**config.mk**
```make
export PLATFORM = sky130hd
export DESIGN_NAME = control_sequencer
export DESIGN_NICKNAME = d
export VERILOG_FILES = /design/src/rtl/control_sequencer.sv
export SDC_FILE = /design/constraint.sdc
export NUM_CORES = 1
export LEC_CHECK = 0
export ABC_AREA = 1
export BUFFER_PORTS_ARGS = -buffer_cell sky130_fd_sc_hd__buf_2
export CAP_MARGIN = 20
export CORE_MARGIN = 1
export CORE_UTILIZATION = 30
export CTS_CLUSTER_SIZE = 10
export DETAILED_ROUTE_END_ITERATION = 7
export SLEW_MARGIN = 0
export SYNTH_ARGS = -nofsm -noshare
export SYNTH_HDL_FRONTEND = slang
export SYNTH_SLANG_ARGS = --single-unit
```
**constraint.sdc**
```tcl
create_clock -name clock -period 3.7 [get_ports clock]
set_clock_uncertainty 0.05 [all_clocks]
set_input_delay 0.74 -clock clock [delete_from_list [all_inputs] [get_ports clock]]
set_output_delay 0.74 -clock clock [all_outputs]
set_load 0.01 [all_outputs]
```
**src/rtl/control_sequencer.sv**
```systemverilog
// Hardwired T-state control unit for the single-bus CPU datapath.
// Fetch T0-T2, execute T3-T5; all strobes are Moore decodes.
module control_sequencer #(
  parameter int OPW  = 5,
  parameter int ALUW = 4
) (
  input  logic            clock,
  input  logic            clear,
  input  logic [31:0]     ir,
  input  logic            mem_rdy,
  input  logic            stop,
  output logic            PCout,
  output logic            Zlowout,
  output logic            MDRout,
  output logic            Rout,
  output logic            MARin,
  output logic            PCin,
  output logic            MDRin,
  output logic            IRin,
  output logic            Yin,
  output logic            Zin,
  output logic            Rin,
  output logic            Gra,
  output logic            Grb,
  output logic            Grc,
  output logic            IncPC,
  output logic            Read,
  output logic [ALUW-1:0] alu_op,
  output logic            run,
  output logic            illegal_op
);

  typedef enum logic [2:0] {
    RST_S, T0, T1, T2, T3, T4, T5, HALT_S
  } state_e;

  state_e          state_q, state_d;
  logic [OPW-1:0]  op_q, op_d;
  logic            pend_q, pend_d;
  logic            wait_q, wait_d;
  logic            tern, unary, is_nop, is_halt, done;
  logic [ALUW-1:0] fn;
  logic            unused_ir;

  assign unused_ir = ^ir[31-OPW:0];

  always_ff @(posedge clock or posedge clear) begin
    if (clear) begin
      state_q <= RST_S;
      op_q    <= '0;
      pend_q  <= 1'b0;
      wait_q  <= 1'b0;
    end else begin
      state_q <= state_d;
      op_q    <= op_d;
      pend_q  <= pend_d;
      wait_q  <= wait_d;
    end
  end

  always_comb begin
    tern    = 1'b0;
    unary   = 1'b0;
    is_nop  = 1'b0;
    is_halt = 1'b0;
    fn      = '0;
    case (op_q)
      OPW'(5'b00011): begin tern = 1'b1; fn = ALUW'(0); end
      OPW'(5'b00100): begin tern = 1'b1; fn = ALUW'(1); end
      OPW'(5'b00101): begin tern = 1'b1; fn = ALUW'(2); end
      OPW'(5'b00110): begin tern = 1'b1; fn = ALUW'(3); end
      OPW'(5'b00111): begin tern = 1'b1; fn = ALUW'(4); end
      OPW'(5'b01000): begin tern = 1'b1; fn = ALUW'(5); end
      OPW'(5'b01001): begin tern = 1'b1; fn = ALUW'(6); end
      OPW'(5'b01010): begin tern = 1'b1; fn = ALUW'(7); end
      OPW'(5'b10000): begin unary = 1'b1; fn = ALUW'(8); end
      OPW'(5'b10001): begin unary = 1'b1; fn = ALUW'(9); end
      OPW'(5'b11010): is_nop = 1'b1;
      OPW'(5'b11011): is_halt = 1'b1;
      default: ;
    endcase
  end

  always_comb begin
    state_d    = state_q;
    op_d       = op_q;
    pend_d     = pend_q | stop;
    wait_d     = 1'b0;
    done       = 1'b0;
    PCout      = 1'b0;
    Zlowout    = 1'b0;
    MDRout     = 1'b0;
    Rout       = 1'b0;
    MARin      = 1'b0;
    PCin       = 1'b0;
    MDRin      = 1'b0;
    IRin       = 1'b0;
    Yin        = 1'b0;
    Zin        = 1'b0;
    Rin        = 1'b0;
    Gra        = 1'b0;
    Grb        = 1'b0;
    Grc        = 1'b0;
    IncPC      = 1'b0;
    Read       = 1'b0;
    alu_op     = '0;
    illegal_op = 1'b0;
    run        = (state_q != RST_S) && (state_q != HALT_S);
    unique case (state_q)
      RST_S: state_d = T0;
      T0: begin
        PCout   = 1'b1;
        MARin   = 1'b1;
        IncPC   = 1'b1;
        Zin     = 1'b1;
        state_d = T1;
      end
      T1: begin
        // wait_q marks a stalled T1 so PC only loads once per fetch
        Zlowout = 1'b1;
        PCin    = ~wait_q;
        Read    = 1'b1;
        MDRin   = 1'b1;
        if (mem_rdy) state_d = T2;
        else         wait_d  = 1'b1;
      end
      T2: begin
        MDRout  = 1'b1;
        IRin    = 1'b1;
        op_d    = ir[31 -: OPW];
        state_d = T3;
      end
      T3: begin
        if (tern) begin
          Grb     = 1'b1;
          Rout    = 1'b1;
          Yin     = 1'b1;
          state_d = T4;
        end else if (unary) begin
          Grb     = 1'b1;
          Rout    = 1'b1;
          Zin     = 1'b1;
          alu_op  = fn;
          state_d = T4;
        end else if (is_halt) begin
          state_d = HALT_S;
        end else begin
          illegal_op = ~is_nop;
          done       = 1'b1;
        end
      end
      T4: begin
        if (tern) begin
          Grc     = 1'b1;
          Rout    = 1'b1;
          Zin     = 1'b1;
          alu_op  = fn;
          state_d = T5;
        end else begin
          Zlowout = 1'b1;
          Gra     = 1'b1;
          Rin     = 1'b1;
          done    = 1'b1;
        end
      end
      T5: begin
        Zlowout = 1'b1;
        Gra     = 1'b1;
        Rin     = 1'b1;
        done    = 1'b1;
      end
      HALT_S: state_d = HALT_S;
    endcase
    if (done) state_d = pend_d ? HALT_S : T0;
  end

endmodule

```
==> flow_metrics.env <==
export IMPL_synth_edff_count=0
export IMPL_hold_path_class="in2async"
export IMPL_routabilityCongestion=0.794
export IMPL_power_switching_uw=470
export IMPL_crit_top_cell="nor2_4"
export IMPL_dieArea_sq_um=2860
export IMPL_io_buffers=30
export IMPL_slowest_stage="dfrtp_1"
export IMPL_synth_net_count=142
export IMPL_multi_input_comb_area_sq_um=425
export IMPL_syn2layout_area_growth_pct=22.8
export IMPL_p_per_area_nw_per_um2=922
export IMPL_critPathLaunch="state_q[1]"
export IMPL_ys_types=26
export IMPL_start_util_pct=31.8
export IMPL_grt_max_degree=13
export IMPL_rsz0062_at_grt="no"
export IMPL_drt_first_pass_iters=4
export IMPL_synthArstFlopShare_pct=100
export IMPL_fin_area_sq_um=976
export IMPL_drc_errors=0
export IMPL_fp_dieH_um=53.5
export IMPL_p_seq_share_pct=24.6
export IMPL_clock_sinks=10
export IMPL_row_count=18
export IMPL_endpoint_kind="output pin"
export IMPL_pre_cts_ws_ps=1590
export IMPL_clkTransAtPathRegs_ps=70
export IMPL_gr_total_overflow=0
export IMPL_cp_max_fo=7
export IMPL_grt_pass1_wl_um=2690
export IMPL_required_ps=2910
export IMPL_dp_hpwl_um=1340
export IMPL_coreArea_sq_um=2500
export IMPL_clkPwrFrac_pct=10.5
export IMPL_drive_above_1_share_pct=42.5
export IMPL_grt_pass1_vias=657
export IMPL_sw_frac_of_total_pct=52.2
export IMPL_htreeDepth=1
export IMPL_yosysWarnings=0
export IMPL_slew_violations=0
export IMPL_place_area_sq_um=940
export IMPL_antenna_left=0
export IMPL_worst_setup_path_start_kind="flip-flop"
export IMPL_ir_worst_vdd_uv=346
export IMPL_cts_tree="built"
export IMPL_crit_chain="inv_2 > nand2_4 > nor2_4 > inv_6 > nor2_4 > nand3_4 > a31oi_1 > buf_2"
export IMPL_ys_seq_area_share_pct=31.5
export IMPL_clk_latency_ps=260
export IMPL_drt_total_wl_um=1570
export IMPL_max_stage_delay_ps=440
export IMPL_tightest_slew_ps=576
export IMPL_antennaDiodeCount=0
export IMPL_grtUsageTotal_pct=12.9
export IMPL_finalPower_uw=900
export IMPL_fmax_ghz=0.423
export IMPL_outcome="finished clean"
export IMPL_finalWorstSetupSlack_ps=1330
export IMPL_reg2reg_to="op_q[2]"
export IMPL_wl_per_cell_um=9.59
export IMPL_critPathTopFamily="flip-flops"
export IMPL_pin_count=58
export IMPL_postCtsSetupRepairBufs=0
export IMPL_fillers=261
export IMPL_period_share_pct=64.0
export IMPL_leakage_uw=0.000532
export IMPL_synth_flop_cell="dfrtp_1"
export IMPL_cts_buffer_depth=2
export IMPL_root_buffer="clkbuf_4"
export IMPL_reg2regPathDepth=3
export IMPL_hold_violations=0
export IMPL_cap_violations=0
export IMPL_synth_cells=106
export IMPL_fin_setup_tns_ps=0
export IMPL_post_cts_resized=0
export IMPL_worst_setup_path_type="reg2out"
export IMPL_vias_per_cell=4.45
export IMPL_die_x_um=53.5
export IMPL_power_frac_comb_pct=65.0
export IMPL_min_period_ps=2370
export IMPL_cts_made_buffers=3
export IMPL_vias=729
export IMPL_hold_buffers=0
export IMPL_ys_ff_latch=10
export IMPL_path_buf_inv=3
export IMPL_reg2reg_from="state_q[1]"
export IMPL_syn_area_per_cell_sq_um=7.50
export IMPL_crit_arrival_ps=1580
export IMPL_setup_viol=0
export IMPL_drt_initial_drc_count=8
export IMPL_setup_reg_to_reg_worst_slack_ps=2300
export IMPL_internal_power_uw=430
export IMPL_regArea_sq_um=250
export IMPL_nets=171
export IMPL_netlist_area_sq_um=795
export IMPL_antenna_found_initial=0
export IMPL_slew_limit_headroom_pct=61.4
==> through the flow <==
step,cells,util (%),hold WS (ps)
3_5_place_dp,160,37.6,398
3_3_place_gp,160,37.6,405
4_1_cts,164,39.0,397
2_1_floorplan,106,-,384
5_1_grt,164,39.0,422
6_report,164,39.0,389
==> power by group through the flow <==
stage          clock, uW  combinational, uW  sequential (uW)
2_1_floorplan          0                480              213
3_3_place_gp           0                584              223
3_5_place_dp           0                592              223
4_1_cts             99.1                594              221
5_1_grt              103                676              229
6_report            94.1                585              221
==> synth_stat cells, types with 2 or more instances <==
cell	count	area share, %
a21oi_1	2	1.3
buf_4	5	4.7
dfrtp_1	10	31
inv_1	12	5.7
inv_2	6	2.8
nand2_1	13	6.1
nand2_2	4	3.1
nand3_1	8	5.0
nand3_4	3	6.6
nor2_1	14	6.6
nor2_4	4	5.7
o21ai_0	10	6.3
o22ai_1	2	1.6
==> cells in the final DEF, fill, tap and decap left out <==
cell type  count
clkbuf_4       3
nor3_1         1
buf_2         30
clkbuf_8       1
inv_2          6
a21oi_1        2
or2_2          1
o21ai_0       10
inv_1         12
nor2_1        14
a31oi_1        1
o21a_1         1
inv_6          1
nand2_1       13
nor2_4         4
nand2_2        4
dfrtp_1       10
a21oi_4        1
nor2_2         1
nand3_1        8
nand4_1        1
nand2_4        1
or3_1          1
nand3_4        3
o22ai_1        2
nand3_2        1
nand3b_1       1
==> metal layers <==
layer  GRT usage (%)  up-vias  routed length (um)
li1                -      393                   -
met1            16.9      313                 766
met2            20.2       19                 719
met3            1.72        4                  64
met4            6.58        0                  21
met5               0        -                   0
==> sequential cells by signal, indices dropped and copies added (netlist names) <==
name and flops:
pend_q 1, wait_q 1, state_q 3, op_q 5
==> final cells by class <==
class	instances	area share, %
multi-input cells	71	43.6
flip-flops and latches	10	25.6
repair buffers	30	15.4
inverters	19	7.82
well taps	30	3.85
clock buffers	4	3.72
==> logic make-up after synthesis <==
kind of cell | Yosys count | share of synthesized area, %
simple gates | 54 | 40.6
buf+inv | 25 | 15.0
compound gates | 17 | 12.9
flops | 10 | 31.5
==> how the worst max path moves through the flow <==
stage / endpoint / cells after the start
final: illegal_op / 8
after global routing: illegal_op / 8
after CTS: illegal_op / 8
after detailed placement: illegal_op / 8
after global placement: illegal_op / 8
after floorplan: illegal_op / 7
Note: power is estimated with default switching activity, not from simulation.
